===== config.mk =====
export PLATFORM = sky130hd
export DESIGN_NAME = program_counter
export DESIGN_NICKNAME = d
export VERILOG_FILES = /design/src/rtl/cpu_pkg.sv /design/src/rtl/pc_adder.sv /design/src/rtl/program_counter.sv
export SDC_FILE = /design/constraint.sdc
export NUM_CORES = 1
export LEC_CHECK = 0
export CELL_PAD_IN_SITES_DETAIL_PLACEMENT = 0
export CELL_PAD_IN_SITES_GLOBAL_PLACEMENT = 1
export CORE_UTILIZATION = 31
export DETAILED_ROUTE_END_ITERATION = 12
export GPL_ROUTABILITY_DRIVEN = 1
export GPL_TIMING_DRIVEN = 0
export PLACE_DENSITY = 0.87
export SLEW_MARGIN = 20
export SYNTH_ARGS = -nofsm -noshare
export SYNTH_HDL_FRONTEND = slang
export SYNTH_SLANG_ARGS = --single-unit

===== constraint.sdc =====
create_clock -name clk -period 1.9 [get_ports clk]
set_clock_uncertainty 0.05 [all_clocks]
set_input_delay 0.285 -clock clk [delete_from_list [all_inputs] [get_ports clk]]
set_output_delay 0.285 -clock clk [all_outputs]
set_load 0.005 [all_outputs]

===== src/rtl/cpu_pkg.sv =====
// Shared CPU definitions: address width, address type,
// default reset vector and instruction size in bytes.
package cpu_pkg;

    localparam int XLEN = 32;

    typedef logic [XLEN-1:0] addr_t;

    localparam addr_t RESET_VECTOR = 32'h0000_0000;
    localparam int    INSN_BYTES   = 4;

endpackage


===== src/rtl/pc_adder.sv =====
// Combinational address + INSN_BYTES, wraps modulo 2^W.
// Ports: addr (in, W), sum (out, W).
module pc_adder
    import cpu_pkg::*;
#(
    parameter int W = XLEN
) (
    input  logic [W-1:0] addr,
    output logic [W-1:0] sum
);

    assign sum = addr + W'(INSN_BYTES);

endmodule


===== src/rtl/program_counter.sv =====
// Fetch-stage PC register with successor address, misalignment flag
// and load counter.
// Ports: clk, rst_n (sync, active-low), stall, pc_in -> pc_out,
//        pc_plus4, misaligned, load_count.
module program_counter
    import cpu_pkg::*;
#(
    parameter int              XLEN         = cpu_pkg::XLEN,
    parameter logic [XLEN-1:0] RESET_VECTOR = cpu_pkg::RESET_VECTOR
) (
    input  logic            clk,
    input  logic            rst_n,
    input  logic            stall,
    input  logic [XLEN-1:0] pc_in,
    output logic [XLEN-1:0] pc_out,
    output logic [XLEN-1:0] pc_plus4,
    output logic            misaligned,
    output logic [31:0]     load_count
);

    always_ff @(posedge clk) begin
        if (!rst_n) begin
            pc_out     <= RESET_VECTOR;
            misaligned <= 1'b0;
            load_count <= 32'd0;
        end else if (!stall) begin
            // Low bits dropped; the flag records that they were set.
            pc_out     <= {pc_in[XLEN-1:2], 2'b00};
            misaligned <= (pc_in[1:0] != 2'b00);
            load_count <= load_count + 32'd1;
        end
    end

    pc_adder #(
        .W (XLEN)
    ) u_pc_adder (
        .addr (pc_out),
        .sum  (pc_plus4)
    );

endmodule


==> impl_metrics.toml <==
[status]
outcome = "complete, but fails checks"
violations = "setup timing"

[critical_path]
crit_arrival_ps = 1930
cp.buffers_inverters = 3
path_cells = "ha_4 > nand3_4 > nor4_4 > buf_4 > buf_6 > and3_4 > xor2_1 > buf_2"
required_ps = 1560
critPathKind = "register to output pin"
cp-end-kind = "output pin"
startpoint = "pc_out[3]$_SDFFE_PN0N_"
reg2reg_from = "load_count[6]$_SDFFE_PN0N_"
crit_cells = 8
rrSetupSlack_ps = 120
rr_endpoint = "load_count[21]$_SDFFE_PN0N_"
cpMaxStageDelayCell = "dfxtp_4"
cp-endpoint = "pc_plus4[16]"
cp-start-kind = "register"
crit_path_max_fanout = 4
crit_family = "simple AND/OR/NAND/NOR gates"
r2r_cells = 6
slowest_delay_ps = 380

[route]
drtPass1Iterations = 4
wire_per_inst_um = 14.9
drt-total-wl_mm = 10.3
drc_errors = 0
vias = 3424
postRouteAntennaNets = 0
drt_iter0_markers = 96
routed_via_density = 4.96

[floorplan]
die-area_sq_um = 11000
die_y_um = 105
placementRows = 37
die_x_um = 105
ios = 132
initial_core_util = 0.319
core_area_sq_um = 10300

[timing]
setup_slack_ps = -364
rsz0062_at_grt = "true"
drv_slew = 0
tightestPinTransition_ps = 752
max_freq_mhz = 442
hold_viol = 0
setup_viol = 22
period_minus_slack_ps = 2260
finalCritPeriodShare = 1.19
max_slew_margin = 0.499

[logic_synthesis]
synth_compound_area_frac = 0.0603
synth_xor_xnor_area_share = 0.102
ys_types = 37
synth_edf_count = 0
ys.flop_type = "dfxtp_1"
ys_ff_latch = 63
ys_async_sr_fraction = 0
synth_top_family_by_area = "simple AND/OR/NAND/NOR gates"
yosys_warnings = 0
synthAdderAreaFrac = 0.00763
synth_mux_area_frac = 0.110
synthSimpleGateAreaFrac = 0.284
ys_seq_area_frac = 0.385
syn_inst = 370
avgSynthCellArea_sq_um = 8.86
synthesis.area_sq_um = 3280

[power]
p_sw_mw = 0.761
total_power_mw = 2.98
clkPwrFrac = 0.377
p_leak_nw = 2.17
power_density_nw_per_um2 = 549
p_sw_frac = 0.255
vdd_drop_max_mv = 0.281
pwr-share-comb = 0.149
power_frac_seq = 0.473
p_int_mw = 2.22

[cts]
clock_latency_ps = 340
ctsHoldBuffers = 0
clock_path_buffers = 2
cts_tree = "done"
root_buffer = "clkbuf_8"
clock-sinks = 63
htreeDepth = 3
path_clk_slew_ps = 70
cts_made_buffers = 9

[finish]
syn_to_final_growth_pct = 65.6
diodes = 0
final_nets = 587
layout-drive-gt1-share = 0.301

[global_route]
grtUsageTotal = 0.183
grt_max_degree = 11
antenna_found_initial = 0
grt_pass1_wl_mm = 16.1
grt_pass1_vias = 3268
grt_overflow = 0

[placement]
io_buffer_count = 126
routabilityCongestion = 0.748
hpwlAfterDp_mm = 6.75
place_ws_ps = -711

[flow_run]
drv_cap = 0

[worst_hold_path]
hold_class = "input port to register"
-- final cells by class --
cell class | instances | area [sq um]
clock inverters | 4 | 47.5
multi-input cells | 279 | 2070
inverters | 8 | 30.0
plain buffers | 22 | 138
fillers | 964 | 4850
flip-flops and latches | 63 | 1360
repair buffers | 167 | 1490
clock buffers | 11 | 131
well taps | 136 | 170
-- layout by cell type, fill, tap and decap left out, types with 7 or more instances in the layout --
master and n:
dfxtp_2 12, buf_4 36, nand4_1 16, a21oi_1 16
buf_6 15, dfxtp_4 22, o31ai_1 10, nand2_1 22
dfxtp_1 29, xor2_1 10, xnor2_1 24, mux2i_1 36
nand3_1 10, nor2_1 44, buf_2 26, clkbuf_8 9
clkbuf_1 7, inv_1 7, clkdlybuf4s50_1 98, or4_1 10
-- flip-flops by register name (all words and copies together), names as in the netlist --
name        cells
pc_out         30
load_count     32
misaligned      1
-- logic make-up (layout without fill, tap and decap cells) --
kind of cell    after synthesis  after routing
flops                        63             63
other cells                   1              4
xor+xnor                     38             38
mux                          36             36
buf+inv                      31            212
compound gates               33             33
simple gates                166            166
fa+ha+maj                     2              2
-- cell usage after synthesis, types with 9 or more instances --
cell     count  area [sq um]
o31ai_1     10          75.1
xnor2_1     28           245
dfxtp_1     63          1260
nor4_1       9          56.3
nand4_1     16           100
mux2i_1     36           360
a21oi_1     16          80.1
xor2_1      10          87.6
nor2_1      47           176
or4_1       10          75.1
nand3_1     19          95.1
nand2_1     26          97.6
-- stage by stage --
step	cells	utilization	hold WS (ps)	instance area (sq um)	setup TNS, ps
after floorplan	373	-	379	3290	0
after global placement	635	0.459	412	4720	-18190
after detailed placement	635	0.459	413	4720	-18590
after CTS	684	0.514	203	5290	-4650
after global routing	690	0.528	242	5430	-7260
final	690	0.528	205	5430	-4930
-- per-layer routing --
| metal | global-route usage | wire [um] | share of wire |
|---|---|---|---|
| met5 | 0 | 0 | 0 |
| met2 | 0.302 | 4910 | 0.48 |
| met3 | 0.0412 | 484 | 0.047 |
| met1 | 0.231 | 4650 | 0.45 |
| met4 | 0.0694 | 199 | 0.019 |
-- worst min-delay path: cells and delay by family --
kind / cells / cell delay, ps
buffers and inverters: 1 / 120
and+or+nand+nor: 1 / 70
xor gates and xnor gates: 1 / 70
-- worst min-delay path by stage --
stage / from / to / slack [ps] / cells past startpoint
6_report: stall / load_count[0]$_SDFFE_PN0N_ / 200 / 3
4_1_cts: stall / load_count[0]$_SDFFE_PN0N_ / 200 / 3
3_3_place_gp: load_count[29]$_SDFFE_PN0N_ / load_count[29]$_SDFFE_PN0N_ / 410 / 2
3_5_place_dp: load_count[31]$_SDFFE_PN0N_ / load_count[31]$_SDFFE_PN0N_ / 410 / 2
2_1_floorplan: pc_in[10] / pc_out[10]$_SDFFE_PN0N_ / 380 / 2
5_1_grt: stall / load_count[0]$_SDFFE_PN0N_ / 240 / 3
-- repair_timing --
action | 4_1_cts | 5_1_grt
resized for setup | 173 | 41
endpoints found under the setup margin | 30 | 46
pin swaps | 35 | 24
setup buffers | 35 | 8
-- power by group through the flow --
stage / Clock [mW] / Combinational (mW) / Sequential (mW)
finish: 1.12 / 0.446 / 1.41
global route: 1.21 / 0.483 / 1.42
CTS: 1.14 / 0.441 / 1.41
detailed placement: 0 / 0.415 / 1.46
global placement: 0 / 0.412 / 1.46
floorplan: 0 / 0.153 / 1.45
No activity file was read; power rests on OpenSTA's default activity.
==> edit, RTL diff (same flow settings) <==
Set the package constant `XLEN` to 40 (it was 32).
--- a/src/rtl/cpu_pkg.sv
+++ b/src/rtl/cpu_pkg.sv
@@ -2,7 +2,7 @@
 // default reset vector and instruction size in bytes.
 package cpu_pkg;
 
-    localparam int XLEN = 32;
+    localparam int XLEN = 40;
 
     typedef logic [XLEN-1:0] addr_t;
 
Interface: changed (resized pc_in, pc_out and pc_plus4); port bits go from 132 to 156. The function was not compared with the original's and may differ.
==> edit against the unedited design <==
The run still ends with negative setup slack left; cell area increased by 18%; combinational power increased by 22%; sequential cell count grew 8; power is 24% higher; area after synthesis rose by 10%; sequential power rose by 13%; setup slack worse by 0.066 ns; cell count rose by 13%; routed wire length rose by 20%; worst hold slack gained 0.0044 ns; non-clock buffer count rose by 41; critical path type unchanged; largest cell class unchanged; largest power group unchanged.
==> edit: results (changes against the unedited design) <==
metric,value,unit,change
PwrDens,573.7,mW/mm^2,+4.5%
# setup viols final,36,,+64%
Detail Placement HPWL,8007,um,+19%
number of fillers in the final layout,1019,,+5.7%
buffering overhead,31.39,%,+1.5 points
# clk buffers,14,,+3
Area contributors post-synth,"dfxtp_1 39%, mux2i_1 11%, xnor2_1 6.8%",,
Worst Setup SP,pc_out[14]$_SDFFE_PN0N_,,
Worst R2R Setup Slack,-0.09,ns,-0.21 ns
pin count of the biggest net entering global routing,12,,+1
Synth Instances,414,,+12%
Critical R2R Capture,load_count[22]$_SDFFE_PN0N_,,
met2 wire length,6068,um,+23%
"Distinct cells, synth",34,,-8.1%
endpoints failing hold,0,,unchanged
Setup WS pre-CTS,-0.8315,ns,-0.1201 ns
sequential power share,43.3,%,-4.0 points
Critical Path Max Stage Delay,0.34,ns,-0.04 ns
placed insts,710,,+12%
final setup margin,-0.4297,ns,-0.06563 ns
Total GRT Usage,20.27,%,+2.0 points
share of cells above drive strength 1,31.19,%,+1.0 points
status,"finished, violations left",,
final-layout clock-cell area share,4.189,%,+0.89 points
M2 GR Usage,34.60,%,+4.4 points
R2R depth,7,,+1
Non-clock inverters,12,,+4
Area after DPL,0.005328,sq mm,+13%
multi-input combinational area share,37.39,%,-0.72 points
DR WL met3,888,um,+83%
Hold Path Cell Cnt,3,,unchanged
Worst Setup EP,pc_plus4[37],,
post-route cell area,0.006422,sq mm,+18%
Seq/total area,23.55,%,-1.5 points
failing checks,negative setup slack,,
biggest regs,"pc_out: 38 flops, load_count: 32 flops, misaligned: 1 flops",,
total CTS buffers,9,,unchanged
Hold WS,0.2090,ns,+0.004354 ns
worst flop-to-flop path startpoint,load_count[0]$_SDFFE_PN0N_,,
initial drt markers,135,,+41%
vias per cell,5.049,,+1.7%
setup TNS,-7.449,ns,-2.515 ns
Slew @ Worst Pin,0.7677,ns,+0.01559 ns
clock root cell,clkbuf_16,,
Seq cells,71,,+13%
Worst-Skew Late Latency,0.32,ns,-0.02 ns
sequential share of the synthesized area,39.31,%,+0.83 points
first-pass GRT wire length,19110,um,+19%
Synth top cells by count,"71 x dfxtp_1, 53 x nor2_1, 40 x mux2i_1",,
# nets final,679,,+16%
vias in the first global route,3838,,+17%
Comb. pwr,545,uW,+22%
met3 Use GR,6.878,%,+2.8 points
comb_multi_in,310,,+11%
worst ir drop on vdd,0.0004372,V,+56%
GPL Wtd Cong,0.7901,,+5.6%
"Reg clk slew, reported paths",0.05,ns,-0.02 ns
sw power,871.1,uW,+14%
met1 Track Usage GR,23.76,%,+0.67 points
## edit: changes by cell type after synthesis, sizes merged, moves of 7 or more
cell	change
and4	+7
buf	-10
clkbuf	+13
dfxtp	+8
nand2	-7
nor3	+7
xor2	+8
## edit: what timing repair did
action / CTS / global route
cloned: 3 / 0
pin swaps: 54 / 29
setup buffers: 48 / 11
setup endpoints to repair: 53 / 59
resized for setup: 223 / 54
## edit: worst min-delay path, delay by kind of cell
family,cells,cell delay (ns)
AND/OR/NAND/NOR,1,0.08
buffers and inverters,1,0.11
XOR/XNOR,1,0.07
## edit: logic make-up after synthesis
| family | count (synthesis) | synth area share, % |
|---|---|---|
| compound gates | 41 | 6.574 |
| xor+xnor | 46 | 11.14 |
| fa+ha+maj | 2 | 0.6919 |
| buf+inv | 38 | 4.775 |
| flops | 71 | 39.31 |
| mux | 40 | 11.07 |
| other cells | 1 | 0.1037 |
| simple gates | 175 | 26.33 |
